### config.mk
export PLATFORM = sky130hd
export DESIGN_NAME = jtkunio_objrom_slot
export DESIGN_NICKNAME = d
export VERILOG_FILES = /design/src/rtl/jtkunio_objrom_slot.sv
export SDC_FILE = /design/constraint.sdc
export NUM_CORES = 1
export LEC_CHECK = 0
export ABC_AREA = 0
export CAP_MARGIN = 20
export CELL_PAD_IN_SITES_DETAIL_PLACEMENT = 0
export CELL_PAD_IN_SITES_GLOBAL_PLACEMENT = 1
export CORE_ASPECT_RATIO = 1.25
export CORE_MARGIN = 2
export CORE_UTILIZATION = 40
export CTS_CLUSTER_SIZE = 24
export DETAILED_ROUTE_END_ITERATION = 10
export PLACE_DENSITY_LB_ADDON = 0.1
export SETUP_SLACK_MARGIN = 0.2
export SLEW_MARGIN = 10
export SYNTH_ARGS = -nofsm -noshare
export SYNTH_HDL_FRONTEND = slang
export SYNTH_SLANG_ARGS = --single-unit
### constraint.sdc
create_clock -name clk -period 4 [get_ports clk]
set_input_delay 0.4 -clock clk [delete_from_list [all_inputs] [get_ports clk]]
set_output_delay 0.4 -clock clk [all_outputs]
set_load 0.1 [all_outputs]
### src/rtl/jtkunio_objrom_slot.sv
// Object ROM slot: serves 32-bit fetches via two-beat 16-bit SDRAM bursts.
// Define JTKUNIO_OBJROM_CACHE2_EN for a two-entry cache with 1-bit LRU.
module jtkunio_objrom_slot #(
   parameter int             AW     = 18,
   parameter int             SDW    = 22,
   parameter logic [SDW-1:0] OFFSET = '0
) (
   input  logic           clk,
   input  logic           rst,
   input  logic           rom_cs,
   input  logic [AW-1:0]  rom_addr,
   output logic [31:0]    rom_data,
   output logic           rom_ok,
   output logic           sdram_req,
   output logic [SDW-1:0] sdram_addr,
   input  logic           sdram_ack,
   input  logic           sdram_dst,
   input  logic [15:0]    sdram_data,
   output logic           busy
);

   typedef enum logic [1:0] { IDLE, REQ, DATA } state_t;

`ifdef JTKUNIO_OBJROM_CACHE2_EN
   localparam int NE = 2;
   logic lru;
`else
   localparam int NE = 1;
`endif

   state_t        state, state_nxt;
   logic [NE-1:0] valid, match;
   logic [AW-1:0] tag [NE];
   logic [31:0]   data [NE];
   logic [31:0]   hit_data, last_data;
   logic [AW-1:0] req_addr;
   logic [15:0]   beat0;
   logic          cnt, hit, fill, vic;

   always_comb begin
      for (int i = 0; i < NE; i++)
         match[i] = valid[i] && (tag[i] == rom_addr);
   end

   // entry 0 wins when both tags match
   assign hit_data = match[0] ? data[0] : data[NE-1];
   assign hit      = rom_cs & (|match);
   assign rom_ok   = hit;
   assign rom_data = hit ? hit_data : last_data;
   assign busy     = state != IDLE;
   assign fill     = (state == DATA) && sdram_dst && cnt;

`ifdef JTKUNIO_OBJROM_CACHE2_EN
   assign vic = lru;
`else
   assign vic = 1'b0;
`endif

   always_ff @(posedge clk or posedge rst) begin
      if (rst) state <= IDLE;
      else     state <= state_nxt;
   end

   always_comb begin
      state_nxt = state;
      unique case (state)
         IDLE:    if (rom_cs && !hit) state_nxt = REQ;
         REQ:     if (sdram_ack) state_nxt = DATA;
         DATA:    if (fill) state_nxt = IDLE;
         default: state_nxt = IDLE;
      endcase
   end

   always_ff @(posedge clk or posedge rst) begin
      if (rst) begin
         sdram_req  <= 1'b0;
         sdram_addr <= '0;
         req_addr   <= '0;
         beat0      <= '0;
         cnt        <= 1'b0;
         last_data  <= '0;
      end else begin
         last_data <= rom_data;
         unique case (state)
            IDLE: if (rom_cs && !hit) begin
               req_addr   <= rom_addr;
               sdram_req  <= 1'b1;
               sdram_addr <= OFFSET + SDW'(rom_addr);
            end
            // a beat arriving with the ack is beat 0
            REQ: if (sdram_ack) begin
               sdram_req <= 1'b0;
               cnt       <= sdram_dst;
               if (sdram_dst) beat0 <= sdram_data;
            end
            DATA: if (sdram_dst) begin
               cnt <= ~cnt;
               if (!cnt) beat0 <= sdram_data;
            end
            default: ;
         endcase
      end
   end

   always_ff @(posedge clk or posedge rst) begin
      if (rst) begin
         valid <= '0;
         for (int i = 0; i < NE; i++) begin
            tag[i]  <= '0;
            data[i] <= '0;
         end
`ifdef JTKUNIO_OBJROM_CACHE2_EN
         lru <= 1'b0;
`endif
      end else begin
         for (int i = 0; i < NE; i++) begin
            if (fill && i == int'(vic)) begin
               valid[i] <= 1'b1;
               tag[i]   <= req_addr;
               data[i]  <= {sdram_data, beat0};
            end
         end
`ifdef JTKUNIO_OBJROM_CACHE2_EN
         if (fill)     lru <= ~vic;
         else if (hit) lru <= match[0];
`endif
      end
   end

endmodule

==> impl_metrics.toml <==
[run_status]
status = "completed"

[worst_setup_path]
required_ns = 3.60
arrival_ns = 2.46
crit_buf_inv = 3
crit_type = "primary input to output pin"
setup.worst_path.end_class = "output pin"
reg2reg_depth = 6
critPathLaunchType = "primary input"
r2r_slack_ns = 1.92
crit_fanout = 32
timing.rr.end = "req_addr[11]"
crit_slowest_cell = "clkdlybuf4s50_1"
cpLargestDelayFamily = "buffers and inverters"
timing.rr.start = "tag[0]"
cp_cell_sequence = "clkdlybuf4s50_1 > xnor2_1 > nand4_1 > nor3_2 > nand3_2 > buf_4 > mux2_2 > buf_12"
slowest_delay_ns = 0.44

[timing]
slew_headroom = 0.335
holdWs_ns = 0.297
rsz0062_at_grt = "false"
worst_pin_slew_ns = 0.994
setup_viol = 0
max_freq_ghz = 0.350
hold_viol_final = 0
min_period_over_period = 0.715
fin_crit_ns = 2.86
slew_violations = 0
skew_ns = 0.00690
tns_ns = 0

[cts]
postCtsResizedCells = 0
tritoncts = "done"
htree_levels = 4
cts_sinks = 121
clock_path_buffers = 2
cts_made_buffers = 17
root_buffer = "clkbuf_16"
hold_buffers = 0
cts_setup_buffers = 0
clk_latency_ns = 0.40
path_clk_slew_ns = 0.05

[placed_design]
post-dp-hpwl_um = 6300
dpl_cell_area_um2 = 6180
portBuffers = 91
routabilityCongestion = 0.713

[pwr]
powerDensity_nw_per_um2 = 756
peakVddDrop_uv = 534
pwr-share-seq = 0.376
p_comb_frac = 0.349
switching_power_uw = 1950
p_int_uw = 3170
power_uw = 5110
power_leakage_uw = 0.00320
clkPwrFrac = 0.275
switching_share = 0.381

[route]
avgViaCountPerCell = 4.65
post_drt_wl_per_cell_um = 14.5
drc = 0
vias = 3138
routed_wl_um = 9810
first_iter_violations = 78
postRouteAntennaNets = 0
drtPass1Iterations = 4

[layout]
nets = 544
drive_above_1_share = 0.267
stdcell_area_um2 = 6760
area.growth.synth_to_final_pct = 40.1
fillers = 1016
antennaDiodeCount = 0

[logic_synthesis]
synth-warning-count = 0
syn_avg_cell_area_um2 = 11.8
synthTopCellsByCount = "nand2_1 (153), dfrtp_1 (121), mux2_2 (63), xnor2_1 (18)"
syn-instance-count = 408
synth_area_leaders = "dfrtp_1 (63%), mux2_2 (15%), nand2_1 (12%)"
yosysUniqueCellTypes = 27
synth_top_cell_by_area = "dfrtp_1"
synth-edff-count = 0
async_reset_ff_frac = 1.00
netlist_area_um2 = 4820
ys.flop_type = "dfrtp_1"
synth-seq-cells = 121
synth_most_common_cell = "nand2_1"
synth_top_area_share = 0.628
seq_area_frac_synth = 0.628

[flow_run]
maxCapViolCount = 0

[die]
initial_core_util = 0.413
die_x_um = 102
io_pins = 96
dieArea_um2 = 13000
coreArea_um2 = 11700
chipHeight_um = 127
rows = 44

[global_routing]
grt_overflow = 0
grtUsageTotal = 0.167
antenna_found_initial = 0
grt_pass1_vias = 3276
grt_max_degree = 81
grt_first_pass_wirelength_um = 16400

[worst_hold_path]
hp-class = "primary input to asynchronous set/reset pin"
[metrics by stage]
step           worst slack (ns)   util  std cells
6_report                   1.14  0.579        675
5_1_grt                    1.01  0.579        675
4_1_cts                    1.12  0.577        674
3_5_place_dp               1.13  0.530        646
3_3_place_gp               1.12  0.530        646
2_1_floorplan             0.386      -        411
[cells in the final DEF (no fill, tap or decap)]
cell,instances
nand3_1,1
a211oi_2,1
buf_16,1
nor3_2,1
nor2_1,2
a21o_1,1
bufinv_16,1
conb_1,4
buf_4,4
clkbuf_16,17
buf_12,33
clkinv_2,2
xnor2_1,18
a211oi_1,2
mux2i_1,1
inv_4,1
mux2_4,3
dfrtp_1,121
clkbuf_1,3
nand3_2,1
nand4_1,4
inv_2,1
a21oi_1,1
inv_1,1
clkbuf_8,5
clkdlybuf4s50_1,58
nand3b_1,1
nand2b_1,2
mux2_2,63
o21ai_0,2
nand2_1,153
nor3_1,1
nor3b_1,1
or2_2,3
[cell families after synthesis]
kind of cell	count (synthesis)	synth area share
flops	121	0.628
simple gates	170	0.142
compound gates	7	0.00934
mux	67	0.158
other cells	1	0.000777
xor+xnor	18	0.0327
buf+inv	24	0.0296
[state kept, by name, summed over array words and instances, names as in the netlist]
name       cells
cnt            1
req_addr      18
last_data     32
state          2
sdram_req      1
beat0         16
data          32
valid          1
tag           18
[area by class of cell]
cell class | count | area, um^2 | share of cell area
repair buffers | 96 | 1300 | 0.192
clock inverters | 3 | 40.0 | 0.00592
clock buffers | 25 | 505 | 0.0748
well taps | 161 | 201 | 0.0298
multi-input cells | 266 | 1670 | 0.247
flip-flops and latches | 121 | 3030 | 0.448
inverters | 3 | 13.8 | 0.00204
[worst register-to-register path, cell delays in order (launching register included)]
cell and delay, ns:
dfrtp_1 0.39, xnor2_1 0.18, nand4_1 0.15, nor3_2 0.07, a211oi_2 0.48, buf_4 0.34
mux2_2 0.37
[worst max-delay path by stage]
| stage | end | slack, ns | from | depth (start not counted) |
|---|---|---|---|---|
| after global routing | rom_data[23] | 1.01 | rom_addr[0] | 8 |
| after detailed placement | rom_data[14] | 1.13 | rom_addr[13] | 8 |
| after CTS | rom_data[10] | 1.12 | rom_addr[13] | 8 |
| final | rom_data[10] | 1.14 | rom_addr[0] | 8 |
| after global placement | rom_data[10] | 1.12 | rom_addr[0] | 8 |
| after floorplan | beat0[0] | 0.39 | rst | 1 |
[power by group through the flow]
stage | clock network, uW | logic [uW] | registers (uW)
after floorplan | 0 | 700 | 2600
after global placement | 0 | 1780 | 1930
after detailed placement | 0 | 1800 | 1950
after CTS | 1440 | 1810 | 1930
after global routing | 1500 | 1910 | 1990
final | 1410 | 1780 | 1920
[metal layers]
layer / global-route usage / share of wire / up-vias / wire [um]
met5: 0 / 0 / - / 0
met4: 0.0706 / 0.020 / 0 / 193
met3: 0.0584 / 0.051 / 15 / 497
met2: 0.267 / 0.51 / 72 / 4960
met1: 0.205 / 0.42 / 1543 / 4160
li1: - / - / 1508 / -
Power figures use the tool's default switching activity.
